<file path="config.mk">
export PLATFORM = sky130hd
export DESIGN_NAME = axi_read_arbiter
export DESIGN_NICKNAME = d
export VERILOG_FILES = /design/src/rtl/axi_read_arbiter.sv
export SDC_FILE = /design/constraint.sdc
export NUM_CORES = 1
export LEC_CHECK = 0
export CAP_MARGIN = 20
export CORE_MARGIN = 1
export CORE_UTILIZATION = 24
export CTS_CLUSTER_DIAMETER = 120
export DETAILED_ROUTE_END_ITERATION = 12
export PLACE_DENSITY = 0.84
export SETUP_SLACK_MARGIN = 0.02
export SLEW_MARGIN = 20
export SYNTH_ARGS = -nofsm -noshare
export SYNTH_HDL_FRONTEND = slang
export SYNTH_SLANG_ARGS = --single-unit
</file>
<file path="constraint.sdc">
create_clock -name clk -period 4.5 [get_ports clk]
set_clock_uncertainty 0.15 [all_clocks]
set_input_delay 0.45 -clock clk [delete_from_list [all_inputs] [get_ports clk]]
set_output_delay 0.45 -clock clk [all_outputs]
set_load 0.01 [all_outputs]
</file>
<file path="src/rtl/axi_read_arbiter.sv">
// Two-master, single-outstanding AXI read-address arbiter with a fixed three-way address decode.
// Grants round-robin, routes AR to S0/S1 and answers unmapped reads with a one-beat DECERR.
module axi_read_arbiter (
    input  logic        clk,
    input  logic        rst,
    input  logic        arvalid_m0,
    input  logic        arvalid_m1,
    input  logic [31:0] araddr_m0,
    input  logic [31:0] araddr_m1,
    input  logic        arready_s0,
    input  logic        arready_s1,
    input  logic        rlast_hs,
    input  logic        rready_m0,
    input  logic        rready_m1,
    output logic        arready_m0,
    output logic        arready_m1,
    output logic        arvalid_s0_en,
    output logic        arvalid_s1_en,
    output logic [1:0]  grant,
    output logic [1:0]  slave_sel,
    output logic        def_rvalid,
    output logic        busy
);

    typedef enum logic [1:0] {
        StIdle,
        StAddr,
        StData,
        StDef
    } state_e;

    localparam logic [1:0] SelS0   = 2'd0;
    localparam logic [1:0] SelS1   = 2'd1;
    localparam logic [1:0] SelDef  = 2'd2;
    localparam logic [1:0] SelNone = 2'd3;

    localparam logic [1:0] GrantNone = 2'b00;
    localparam logic [1:0] GrantM0   = 2'b01;
    localparam logic [1:0] GrantM1   = 2'b10;

    // S0 and S1 together occupy the low 128 KiB; bit 16 picks between them.
    function automatic logic [1:0] decode_addr(input logic [31:0] addr);
        if (addr[31:17] == 15'd0) begin
            return addr[16] ? SelS1 : SelS0;
        end
        return SelDef;
    endfunction

    state_e      state_q, state_d;
    logic [1:0]  grant_q, grant_d;
    logic [1:0]  sel_q, sel_d;
    logic        last_m1_q, last_m1_d;

    logic        any_req;
    logic        win_m1;
    logic [31:0] win_addr;
    logic        granted_rready;

    // last_m1_q high means M1 was the most recent winner.
    always_comb begin
        any_req        = arvalid_m0 | arvalid_m1;
        win_m1         = (arvalid_m0 & arvalid_m1) ? ~last_m1_q : arvalid_m1;
        win_addr       = win_m1 ? araddr_m1 : araddr_m0;
        granted_rready = (grant_q[0] & rready_m0) | (grant_q[1] & rready_m1);
    end

    always_comb begin
        state_d       = state_q;
        grant_d       = grant_q;
        sel_d         = sel_q;
        last_m1_d     = last_m1_q;
        arready_m0    = 1'b0;
        arready_m1    = 1'b0;
        arvalid_s0_en = 1'b0;
        arvalid_s1_en = 1'b0;
        def_rvalid    = 1'b0;

        unique case (state_q)
            StIdle: begin
                if (any_req) begin
                    state_d   = StAddr;
                    grant_d   = win_m1 ? GrantM1 : GrantM0;
                    sel_d     = decode_addr(win_addr);
                    last_m1_d = win_m1;
                end
            end

            StAddr: begin
                unique case (sel_q)
                    SelS0: begin
                        arvalid_s0_en = 1'b1;
                        arready_m0    = grant_q[0] & arready_s0;
                        arready_m1    = grant_q[1] & arready_s0;
                        if (arready_s0) begin
                            state_d = StData;
                        end
                    end
                    SelS1: begin
                        arvalid_s1_en = 1'b1;
                        arready_m0    = grant_q[0] & arready_s1;
                        arready_m1    = grant_q[1] & arready_s1;
                        if (arready_s1) begin
                            state_d = StData;
                        end
                    end
                    SelDef: begin
                        arready_m0 = grant_q[0];
                        arready_m1 = grant_q[1];
                        state_d    = StDef;
                    end
                    default: begin
                        // Unreachable selection; fall back to idle rather than lock up.
                        state_d = StIdle;
                        grant_d = GrantNone;
                        sel_d   = SelNone;
                    end
                endcase
            end

            StData: begin
                if (rlast_hs) begin
                    state_d = StIdle;
                    grant_d = GrantNone;
                    sel_d   = SelNone;
                end
            end

            StDef: begin
                def_rvalid = 1'b1;
                if (granted_rready) begin
                    state_d = StIdle;
                    grant_d = GrantNone;
                    sel_d   = SelNone;
                end
            end

            default: begin
                state_d = StIdle;
                grant_d = GrantNone;
                sel_d   = SelNone;
            end
        endcase
    end

    always_ff @(posedge clk) begin
        if (rst) begin
            state_q   <= StIdle;
            grant_q   <= GrantNone;
            sel_q     <= SelNone;
            last_m1_q <= 1'b1;
        end else begin
            state_q   <= state_d;
            grant_q   <= grant_d;
            sel_q     <= sel_d;
            last_m1_q <= last_m1_d;
        end
    end

    assign grant     = grant_q;
    assign slave_sel = sel_q;
    assign busy      = (state_q != StIdle);

endmodule

</file>
==> impl_metrics.tcl <==
set metrics [dict create \
    clk_path_buf_depth 2 \
    syn_avg_cell_area_um2 8.10 \
    route.detailed.drc 0 \
    grt_pass1_vias 755 \
    numPortBuffers 50 \
    grt_max_degree 11 \
    synth_top_area_cell "dfxtp_1" \
    netlist_instances 67 \
    clock_latency_ps 250 \
    cts_made_buffers 3 \
    yosysWarnings 0 \
    ys_types 34 \
    antenna_found_initial 0 \
    ys_seq_elements 7 \
    cts_setup_buffers 0 \
    worst_pin_slew_ps 494 \
    finalNetCount 193 \
    synthTopCellsByArea "dfxtp_1 (26%), nor4_1 (8.1%), mux2_2 (4.1%)" \
    cp.arrival_ps 2060 \
    yosys.area_share.simple_pct 35.3 \
    path_clk_slew_ps 50 \
    antenna_cells 0 \
    synth_area_um2 543 \
    dr.pass1.iters 4 \
    root_buffer "clkbuf_4" \
    grt_pass1_wl_um 3370 \
    hold_ws_ps 364 \
    ant_nets 0 \
    ir_worst_vdd_mv 0.190 \
    die_h_um 49.6 \
    first_iter_violations 11 \
    grt.overflow.total 0 \
    setup_tns_ps 0 \
    die_area_um2 2460 \
    cts_sinks 7 \
    crit_type "reg2out" \
    rows 16 \
    synthMuxAreaShare_pct 4.15 \
    core_area_um2 2040 \
    routedWlPerCell_um 13.4 \
    leakage_uw 0.000369 \
    wirelength_um 1960 \
    dpl.cell_count 142 \
    placed_area_um2 1060 \
    synthesis.nets 140 \
    ctsHoldBuffers 0 \
    hold_viol 0 \
    ys_seq_area_share_pct 25.8 \
    min_period_over_period_pct 59.2 \
    grt_setup_unrepaired "no" \
    grtUsageTotal_pct 17.6 \
    drive_gt1_share_pct 8.40 \
    slew_headroom_pct 67.0 \
    synth_top_family_by_area "simple AND/OR/NAND/NOR gates" \
    synth-adder-area-share_pct 0 \
    critPathRequiredTime_ps 3900 \
    drv_slew 0 \
    power-per-cell-area_nw_per_um2 319 \
    status "completed" \
    vias_per_cell 5.24 \
    synth_top_area_share_pct 25.8 \
    path_max_fanout 8 \
    instances_no_fill 146 \
    start_kind "register" \
    synth_xor_area_share_pct 0 \
    initial_core_util_pct 26.6 \
    min_period_ps 2660 \
    die_width_um 49.6 \
    cts_resized 0 \
    htree_levels 1 \
    place.detailed.hpwl_um 1610 \
    syn_to_final_growth_pct 101 \
    postLayoutCoreUtil_pct 53.4 \
    hp-class "reg2reg" \
    gp_congestion 0.876 \
    drv_cap 0 \
    stdcell_area_um2 1090 \
    synth_compound_area_share_pct 30.0 \
    fmax_mhz 376 \
    vias 765 \
    ios 83 \
    cts_tree "built" \
    crit_path_end_kind "output pin" \
    setup_viol 0 \
]
-- kinds of logic after synthesis --
| group | after synthesis |
|---|---|
| DFF | 7 |
| and+or+nand+nor | 32 |
| AOI/OAI and AO/OA | 21 |
| muxes | 2 |
| buffers and inverters | 5 |
-- cells in the final DEF, fill, tap and decap left out, types with 3 or more instances in the layout --
cell	n
clkdlybuf4s50_1	50
nor4_1	7
dfxtp_1	7
nor3_1	4
nand2b_1	3
a21oi_1	3
nor2_1	3
nand4_1	3
nand2_1	3
clkbuf_4	3
-- final cells by class --
cell class | count | area (µm²)
Clock buffer | 4 | 26.3
Fill cell | 207 | 951
Inverter | 3 | 13.8
Multi-Input combinational cell | 55 | 377
Sequential cell | 7 | 140
Tap cell | 27 | 33.8
Timing Repair Buffer | 50 | 500
-- cells in the mapped netlist --
| library cell | instances |
|---|---|
| a21o_1 | 2 |
| nor2b_1 | 2 |
| mux2_2 | 2 |
| a311oi_1 | 1 |
| nor2_4 | 1 |
| or3_1 | 1 |
| a221o_2 | 1 |
| a2111oi_0 | 1 |
| o32ai_2 | 1 |
| a211oi_1 | 1 |
| nor2_1 | 3 |
| a21boi_1 | 1 |
| o21ai_1 | 2 |
| nor3b_1 | 1 |
| a21oi_1 | 3 |
| clkbuf_1 | 1 |
| nand2_1 | 3 |
| nand2b_1 | 3 |
| a31oi_1 | 1 |
| a22oi_1 | 1 |
| o21ai_0 | 1 |
| a221oi_1 | 1 |
| inv_1 | 2 |
| dfxtp_1 | 7 |
| inv_4 | 1 |
| nand4_1 | 3 |
| and2_1 | 2 |
| nor3_2 | 1 |
| nor3_1 | 4 |
| nor4_1 | 7 |
| o31ai_1 | 2 |
| o32a_1 | 2 |
| or4_1 | 1 |
| dlygate4sd1_1 | 1 |
-- state kept, by name, indices dropped and copies added, names as in the netlist --
name	cells
slave_sel	2
grant	2
state_q	2
last_m1_q	1
-- where the power goes --
part | leakage, µW | switching, µW | total, µW | internal, µW
clock network | 0.0000150 | 22.4 | 56.2 | 33.8
logic | 0.000296 | 77.1 | 181 | 104
registers | 0.0000579 | 31.8 | 111 | 79.1
-- stage by stage --
stage,power (µW),setup slack (ps)
2_1_floorplan,203,2740
3_3_place_gp,286,2080
3_5_place_dp,291,2060
4_1_cts,350,1840
5_1_grt,375,1670
6_report,348,1840
-- critical path: stages (launching register included) --
cell and delay [ps]:
dfxtp_1 510, nand2b_1 180, a21oi_1 330, o21ai_1 150, nor2_1 110, clkdlybuf4s50_1 540
-- routing by layer --
layer	part of all wire, %	vias to the layer above	GRT usage, %
li1	-	375	-
met1	45	353	22.6
met2	47	31	27.7
met3	5.8	6	2.16
met4	2.2	0	11.0
met5	0	-	0
-- path summary, 6_finish.rpt --
path	start	end	slack, ps	depth (start not counted)
worst max-delay path	state_q[0]	arready_m1	1840	5
worst min-delay path	grant[1]	grant[1]	360	2
worst max register to register	state_q[1]	slave_sel[1]	2720	5
worst min register to register	grant[1]	grant[1]	360	2
Power figures use the tool's default switching activity.
